==> src/rtl/regfile_pkg.sv <==
// Shared register-file definitions used by the write-back arbiter, decoder and read muxes.
package regfile_pkg;

  localparam int REG_W     = 16;
  localparam int NREG      = 16;
  localparam int REG_IDX_W = 4;

  typedef logic [REG_IDX_W-1:0] reg_idx_t;

  function automatic logic [NREG-1:0] onehot16(input reg_idx_t idx);
    logic [NREG-1:0] vec;
    vec = {{(NREG-1){1'b0}}, 1'b1} << idx;
    return vec;
  endfunction

endpackage

==> src/rtl/wb_skid_buffer.sv <==
// One-entry skid holding an ALU result {dest, data} while load returns own the write port.
module wb_skid_buffer
  import regfile_pkg::*;
#(
  parameter int DW = 16
) (
  input  logic                    clk,
  input  logic                    reset_n,
  input  logic                    valid_i,
  output logic                    ready_o,
  input  logic [DW+REG_IDX_W-1:0] data_i,
  input  logic                    hold_i,
  output logic                    full_o,
  output logic [DW+REG_IDX_W-1:0] data_o
);

  typedef enum logic {
    SKID_EMPTY = 1'b0,
    SKID_FULL  = 1'b1
  } skid_state_t;

  skid_state_t                state_q, state_d;
  logic [DW+REG_IDX_W-1:0]    data_q, data_d;

  // State and payload registers; reset discards any held entry.
  always_ff @(posedge clk or negedge reset_n) begin
    if (!reset_n) begin
      state_q <= SKID_EMPTY;
      data_q  <= {(DW+REG_IDX_W){1'b0}};
    end else begin
      state_q <= state_d;
      data_q  <= data_d;
    end
  end

  // Next state: capture only when an accepted beat collides with a load.
  always_comb begin
    state_d = state_q;
    data_d  = data_q;
    case (state_q)
      SKID_EMPTY: begin
        if (valid_i && hold_i) begin
          state_d = SKID_FULL;
          data_d  = data_i;
        end else begin
          state_d = SKID_EMPTY;
        end
      end
      SKID_FULL: begin
        if (hold_i) begin
          state_d = SKID_FULL;
        end else begin
          state_d = SKID_EMPTY;
        end
      end
      default: begin
        state_d = SKID_EMPTY;
      end
    endcase
  end

  // Outputs decoded straight from the state flop.
  always_comb begin
    ready_o = (state_q == SKID_EMPTY);
    full_o  = (state_q == SKID_FULL);
    data_o  = data_q;
  end

endmodule

==> src/rtl/writeback_arbiter.sv <==
// Merges ALU results and load returns into one registered one-hot register-bank write per
// cycle, and keeps the busy scoreboard of outstanding loads for the issue stage.
module writeback_arbiter
  import regfile_pkg::REG_IDX_W, regfile_pkg::reg_idx_t, regfile_pkg::onehot16;
#(
  parameter int DW   = 16,
  parameter int NREG = 16
) (
  input  logic                 clk,
  input  logic                 reset_n,
  input  logic                 alu_valid,
  output logic                 alu_ready,
  input  logic [REG_IDX_W-1:0] alu_dest,
  input  logic [DW-1:0]        alu_data,
  input  logic                 ld_valid,
  input  logic [REG_IDX_W-1:0] ld_dest,
  input  logic [DW-1:0]        ld_data,
  input  logic                 issue_valid,
  input  logic [REG_IDX_W-1:0] issue_dest,
  output logic [NREG-1:0]      busy,
  output logic [NREG-1:0]      rEnable,
  output logic [DW-1:0]        writePort,
  output logic [1:0]           err
);

  logic                    alu_fire_s;
  logic                    skid_full_s;
  logic [DW+REG_IDX_W-1:0] skid_data_s;
  logic                    wr_en_s;
  reg_idx_t                wr_dest_s;
  logic [DW-1:0]           wr_data_s;

  logic [NREG-1:0]         ren_q, ren_d;
  logic [DW-1:0]           wport_q, wport_d;
  logic [NREG-1:0]         busy_q, busy_d;
  logic [1:0]              err_q, err_d;

  wb_skid_buffer #(.DW(DW)) u_skid (
    .clk     (clk),
    .reset_n (reset_n),
    .valid_i (alu_valid),
    .ready_o (alu_ready),
    .data_i  ({alu_dest, alu_data}),
    .hold_i  (ld_valid),
    .full_o  (skid_full_s),
    .data_o  (skid_data_s)
  );

  assign alu_fire_s = alu_valid && alu_ready;

  // Write source priority: load, then held skid entry, then a fresh ALU handshake.
  always_comb begin
    wr_en_s   = 1'b0;
    wr_dest_s = {REG_IDX_W{1'b0}};
    wr_data_s = {DW{1'b0}};
    if (ld_valid) begin
      wr_en_s   = 1'b1;
      wr_dest_s = ld_dest;
      wr_data_s = ld_data;
    end else if (skid_full_s) begin
      wr_en_s   = 1'b1;
      wr_dest_s = skid_data_s[DW+REG_IDX_W-1:DW];
      wr_data_s = skid_data_s[DW-1:0];
    end else if (alu_fire_s) begin
      wr_en_s   = 1'b1;
      wr_dest_s = alu_dest;
      wr_data_s = alu_data;
    end else begin
      wr_en_s   = 1'b0;
    end
  end

  // Next values of the bank write, scoreboard and sticky error flags.
  always_comb begin
    ren_d   = {NREG{1'b0}};
    wport_d = wport_q;
    busy_d  = busy_q;
    err_d   = err_q;
    if (wr_en_s) begin
      ren_d   = onehot16(wr_dest_s);
      wport_d = wr_data_s;
    end else begin
      ren_d   = {NREG{1'b0}};
    end
    if (ld_valid) begin
      busy_d[ld_dest] = 1'b0;
      if (!busy_q[ld_dest]) begin
        err_d[0] = 1'b1;
      end else begin
        err_d[0] = err_q[0];
      end
    end else begin
      busy_d = busy_q;
    end
    // A load returning to the same register this cycle frees it, so a re-issue is legal.
    if (issue_valid) begin
      busy_d[issue_dest] = 1'b1;
      if (busy_q[issue_dest] && !(ld_valid && (ld_dest == issue_dest))) begin
        err_d[1] = 1'b1;
      end else begin
        err_d[1] = err_q[1];
      end
    end else begin
      err_d[1] = err_q[1];
    end
  end

  // Output, scoreboard and error registers.
  always_ff @(posedge clk or negedge reset_n) begin
    if (!reset_n) begin
      ren_q   <= {NREG{1'b0}};
      wport_q <= {DW{1'b0}};
      busy_q  <= {NREG{1'b0}};
      err_q   <= 2'b00;
    end else begin
      ren_q   <= ren_d;
      wport_q <= wport_d;
      busy_q  <= busy_d;
      err_q   <= err_d;
    end
  end

  assign rEnable   = ren_q;
  assign writePort = wport_q;
  assign busy      = busy_q;
  assign err       = err_q;

endmodule
==> config.mk <==
export PLATFORM = sky130hd
export DESIGN_NAME = writeback_arbiter
export DESIGN_NICKNAME = d
export VERILOG_FILES = /design/src/rtl/regfile_pkg.sv /design/src/rtl/wb_skid_buffer.sv /design/src/rtl/writeback_arbiter.sv
export SDC_FILE = /design/constraint.sdc
export NUM_CORES = 1
export LEC_CHECK = 0
export CAP_MARGIN = 10
export CELL_PAD_IN_SITES_DETAIL_PLACEMENT = 1
export CELL_PAD_IN_SITES_GLOBAL_PLACEMENT = 1
export CORE_MARGIN = 10
export CORE_UTILIZATION = 38
export CTS_CLUSTER_DIAMETER = 30
export DETAILED_ROUTE_END_ITERATION = 6
export PLACE_DENSITY = 0.95
export SLEW_MARGIN = 10
export SYNTH_ARGS = -nofsm -noshare
export SYNTH_HDL_FRONTEND = slang
export SYNTH_SLANG_ARGS = --single-unit
==> constraint.sdc <==
create_clock -name clk -period 4.09 [get_ports clk]
set_clock_uncertainty 0.1 [all_clocks]
set_input_delay 0.818 -clock clk [delete_from_list [all_inputs] [get_ports clk]]
set_output_delay 0.818 -clock clk [all_outputs]
set_load 0.02 [all_outputs]
==> results of run 1 <==
metrics by stage:
stage | instance area [um2] | instances | utilization [%]
after detailed placement | 4270 | 479 | 52.0
after floorplan | 3210 | 291 | -
after global routing | 4490 | 495 | 54.7
final | 4490 | 495 | 54.7
after global placement | 4270 | 479 | 52.0
after CTS | 4490 | 495 | 54.7
logic make-up (layout without fill, tap and decap cells):
family                 count (synthesis)  in the layout
buffers and inverters                 23            122
flip-flops                            71             71
AO/OA/AOI/OAI                         96             96
XOR/XNOR                               4              4
multiplexers                          30             30
AND/OR/NAND/NOR                       67             67
state kept, by name (all words and copies together), names as in the netlist:
register	count
u_skid.data_o	20
rEnable	16
u_skid.full_o	1
err	2
busy	16
writePort	16
power by group through the flow:
stage / combinational [W] / sequential, W / clock, W
2_1_floorplan: 0.000199 / 0.000943 / 0
3_3_place_gp: 0.000504 / 0.000883 / 0
3_5_place_dp: 0.000524 / 0.000892 / 0
4_1_cts: 0.000529 / 0.000881 / 0.000633
5_1_grt: 0.000564 / 0.000894 / 0.000666
6_report: 0.000521 / 0.000881 / 0.000625
cells in the mapped netlist (all sizes together) (3+ instances only):
master	instances
mux2i	3
o22ai	34
nand3	7
nand2b	8
nand3b	5
dfrtp	71
mux2	20
nor2b	5
mux4	7
buf	8
clkbuf	11
o21ai	30
xor2	3
nor2	19
a21oi	18
inv	3
nand2	19
a31oi	4
worst max-delay path, stage by stage:
cell and delay, ns:
clkdlybuf4s50_1 0.78, nand3_1 0.84, mux2_2 0.57
cell type report:
cell class                 instances  area (um2)
timing repair buffer             102        1010
tap                              105         131
sequential                        71        1780
fill                             875        3730
clock inverter                     6        83.8
inverter                           4        15.0
clock buffer                      10         138
multi-input combinational        197        1340
final timing paths:
| check | end | slack (ns) | cells after the start |
|---|---|---|---|
| max in group asynchronous | busy[14] | 2.39 | 2 |
| worst max register to register | u_skid.data_o[3] | 1.71 | 4 |
| worst max-delay path | u_skid.data_o[3] | 1.21 | 3 |
| min in group asynchronous | writePort[8] | 0.58 | 1 |
| worst min register to register | err[1] | 0.39 | 1 |
| worst min-delay path | err[1] | 0.39 | 1 |
metal layers:
metal	part of all wire (%)	global-route usage (%)	vias to the layer above	wire, um
li1	-	-	1264	-
met1	42	19.2	1385	4400
met2	47	26.7	104	4920
met3	8.9	6.82	16	931
met4	1.6	6.09	0	168
met5	0	0	-	0
==> summary.md, run 1 <==
| Metric | Value |
|---|---|
| Nets@finish | `434` |
| WS Path Type | `in -> reg` |
| Synth Area in Simple Gates | `9.96%` |
| Hpwl dp | `7700 um` |
| Post-CTS Resized | `0` |
| Clk sinks | `71` |
| First-pass GRT wire length | `16800 um` |
| Distinct cells, synth | `32` |
| Maximum resistive drop on vdd | `216 uV` |
| ANT nets after route | `0` |
| Synth Area in Compound Gates | `17.5%` |
| Sequential Power Share | `43.5%` |
| Gpl congestion | `0.874` |
| Worst-Skew Late Latency | `0.35 ns` |
| Worst Hold Class | `reg -> reg` |
| DRT Wirelength | `10400 um` |
| TritonCTS Buffers | `9` |
| Mapped Area | `3210 um2` |
| RSZ-0062 raised after global routing | `false` |
| Setup Viol. Count Final | `0` |
| Via count | `2769` |
| Final period util | `70.5%` |
| Synth area leader | `dfrtp_1` |
| Final min period | `2.88 ns` |
| Ys Warns | `0` |
| PortBufs | `99` |
| Status | `finished, final reports clean` |
| Slew Viols, Final | `0` |
| Setup TNS | `0 ns` |
| Post-Syn Nets | `340` |
| Mean Syn Cell Area | `11.0 um2` |
| Detailed Routing Iterations Pass 1 | `4` |
| Maxcap violations | `0` |
| Seq/Total Area, Yosys | `55.3%` |
| XOR/XNOR share of the synthesized area | `1.09%` |
| Final hold violation count | `0` |
| HP Start | `err[1]` |
| Largest net degree at the start of global routing | `47` |
| Placement Setup Slack | `0.873 ns` |
| CTS tree | `built` |
| Synth Register Bits | `71` |
| Hold Buf Count CTS | `0` |
| GRT Resource Usage Total | `16.5%` |
| # DRC | `0` |
| Die Ht | `112 um` |
| Largest family of logic cells by synthesized area | `compound AO/OA/AOI/OAI gates` |
| Number of DRC markers in iteration 0 | `62` |
| Die area | `12500 um2` |
| CTS root buffer | `clkbuf_8` |
| Clock transition at the registers of the reported paths | `0.07 ns` |
| CP Capture Type | `flop` |
| Initial Utilization | `39.1%` |
| CP required | `4.22 ns` |
| Post-synthesis cell count | `291` |
| Nature of the critical path startpoint | `primary input` |
| Via/cell ratio | `5.59` |
| Async SR Flop Fraction | `100%` |
| Slew headroom | `26.6%` |
| Diode count | `0` |
| Die outline width | `112 um` |
| Total global routing overflow | `0` |
| Tot Pwr | `0.00203 W` |
| Share of post-route cells with drive strength above 1 | `12.6%` |
| Most frequent cells in the layout | `clkdlybuf4s50_1 (98), dfrtp_1 (71), o22ai_1 (34)` |
| Crit path max fanout | `20` |
| Vias in the first global route | `3114` |
| Mux contribution to synthesized area | `13.1%` |
| # Post-CTS Setup Buffers | `0` |
| H-tree depth | `3` |
| Wirelength per Cell | `21.1 um` |
| Top-Level Pins | `100` |
| Adder-Cell Fraction of Synth Area | `0%` |
| Most common library cell in the layout ignoring fill and taps | `clkdlybuf4s50_1` |
| Synth Flop Type | `dfrtp_1` |
| Final hold slack | `0.393 ns` |
| EDFF count, synth | `0` |
| Cell Pwr Density | `451 nW/um2` |
| Sw Ratio | `29.9%` |
| CP arrival | `3.01 ns` |
| Final setup margin | `1.21 ns` |
| Worst Setup SP | `ld_valid` |
| Initial antenna violation count | `0` |
| Cells taking the most area after synthesis | `dfrtp_1 (55%), mux2_2 (7.0%), o22ai_1 (6.6%), o21ai_0 (4.7%), mux4_2 (3.5%)` |
| Pleak | `1.81 nW` |
| Core ar. | `8220 um2` |
| Worst slew pin tran | `1.10 ns` |
| Highest clock rate | `347 MHz` |
| Area grow syn2layout | `39.7%` |
| Row cnt | `33` |
| Clock buffer depth | `2` |
| Internal Power | `0.00142 W` |
| Clock share of power | `30.8%` |
| Share of the synthesized area in the top cell type | `55.3%` |
| R2R Path Start | `u_skid.full_o` |
| Switching Power | `0.000606 W` |
| Comb pwr share | `25.7%` |
Note: power is estimated with default switching activity, not from simulation.
==> run 2: changes to the inputs <==
Settings changed: CORE_UTILIZATION 38 to 36, PLACE_DENSITY 0.95 to 0.91.
Clock period 4.09 ns to 2.8 ns, I/O delays scaled along.
==> run 2 against run 1 <==
Clock power is 48% higher; sequential share of layout area shrank 0.59 points; largest power group unchanged; largest cell class unchanged; critical path type unchanged; combinational power increased by 48%; utilization shrank 2.4 points.
==> summary.md, run 2 (synthesis gave the netlist of run 1 again) <==
| Metric | Value |
|---|---|
| Vias in the first global route | `3280` |
| Worst slew pin tran | `0.649 ns` |
| Post-CTS Resized | `0` |
| Final setup margin | `0.461 ns` |
| WS Path Type | `in -> reg` |
| Via/cell ratio | `5.65` |
| DRT Wirelength | `10600 um` |
| Crit path max fanout | `10` |
| Final period util | `83.5%` |
| Worst-Skew Late Latency | `0.34 ns` |
| Initial antenna violation count | `0` |
| Core ar. | `8720 um2` |
| Slew headroom | `56.6%` |
| Gpl congestion | `0.891` |
| DP Area | `4340 um2` |
| Wirelength per Cell | `21.1 um` |
| Most common library cell in the layout ignoring fill and taps | `clkdlybuf4s50_1` |
| Reg2Reg Depth | `5` |
| Setup Viol. Count Final | `0` |
| CP Capture Type | `flop` |
| Post-route design area | `4560 um2` |
| Max FFs per register | `20` |
| Die outline width | `114 um` |
| Die area | `13100 um2` |
| Clock transition at the registers of the reported paths | `0.08 ns` |
| Pleak | `1.84 nW` |
| Maxcap violations | `0` |
| Finished Core Util | `52.3%` |
| Total global routing overflow | `0` |
| Worst Hold Class | `in -> async` |
| Detailed Routing Iterations Pass 1 | `4` |
| First-pass GRT wire length | `17300 um` |
| Nature of the critical path startpoint | `primary input` |
| R2R Setup Slk | `0.84 ns` |
| Share of post-route cells with drive strength above 1 | `13.4%` |
| Setup TNS | `0 ns` |
| Diode count | `0` |
| Slew Viols, Final | `0` |
| Placement Setup Slack | `0.128 ns` |
| Final min period | `2.34 ns` |
| RSZ-0062 raised after global routing | `false` |
| CTS tree | `built` |
| Clk sinks | `71` |
| Nets@finish | `439` |
| R2R Path Start | `u_skid.full_o` |
| TritonCTS Buffers | `9` |
| Initial Utilization | `36.9%` |
| Hpwl dp | `7930 um` |
| Die Ht | `114 um` |
| CP required | `2.93 ns` |
| Maximum resistive drop on vdd | `233 uV` |
| Reg2reg end | `u_skid.data_o[13]` |
| Clock buffer depth | `2` |
| Area grow syn2layout | `41.8%` |
| Most frequent cells in the layout | `clkdlybuf4s50_1 (98), dfrtp_1 (71), o22ai_1 (34)` |
| Status | `finished, final reports clean` |
| # Post-CTS Setup Buffers | `0` |
| H-tree depth | `3` |
| Hold Buf Count CTS | `0` |
| Largest net degree at the start of global routing | `46` |
| PortBufs | `99` |
| CP arrival | `2.47 ns` |
| CTS root buffer | `clkbuf_8` |
| Highest clock rate | `427 MHz` |
| # DRC | `0` |
| Cell Pwr Density | `656 nW/um2` |
| Final hold violation count | `0` |
| ANT nets after route | `0` |
| Row cnt | `34` |
| Via count | `2843` |
| Top-Level Pins | `100` |
| Number of DRC markers in iteration 0 | `102` |
| GRT Resource Usage Total | `16.3%` |
-- run 2: area by class of cell --
class / instances / area [um2]
clock buffer: 11 / 141
clock inverter: 5 / 81.3
fill: 959 / 4160
inverter: 4 / 15.0
multi-input combinational: 197 / 1340
sequential: 71 / 1780
tap: 108 / 135
timing repair buffer: 107 / 1070
-- run 2: worst max-delay path by stage --
stage	from	to	slack [ns]	cells after the start
2_1_floorplan	issue_dest[2]	err[1]	0.93	4
3_5_place_dp	issue_dest[0]	err[1]	0.13	5
6_report	issue_dest[0]	err[1]	0.46	5
3_3_place_gp	issue_dest[0]	err[1]	0.25	4
5_1_grt	issue_dest[0]	err[1]	0.36	5
4_1_cts	u_skid.full_o	alu_ready	0.48	2
-- run 2: critical path, stage by stage --
cell	delay [ns]
clkdlybuf4s50_1	0.74
mux4_1	0.62
mux2i_1	0.18
nand2_1	0.09
a41o_1	0.27
-- run 2: per-layer routing --
metal / up-vias / routed length [um] / global-route usage [%]
met5: - / 0 / 0
met4: 0 / 163 / 4.76
met3: 15 / 1100 / 7.08
met2: 118 / 5270 / 27.3
met1: 1440 / 4090 / 18.3
li1: 1270 / - / -
-- run 2: stage by stage --
step	total power, W	std cells	hold slack [ns]
floorplan	0.00167	291	0.164
global placement	0.00204	487	0.356
detailed placement	0.00208	487	0.396
CTS	0.00302	503	0.140
global route	0.00313	503	0.159
finish	0.00299	503	0.131
-- run 2: power breakdown --
part           internal [W]  switching (W)  total (W)
Sequential          0.00117       0.000122    0.00129
Clock              0.000527       0.000401   0.000927
Combinational      0.000390       0.000381   0.000771
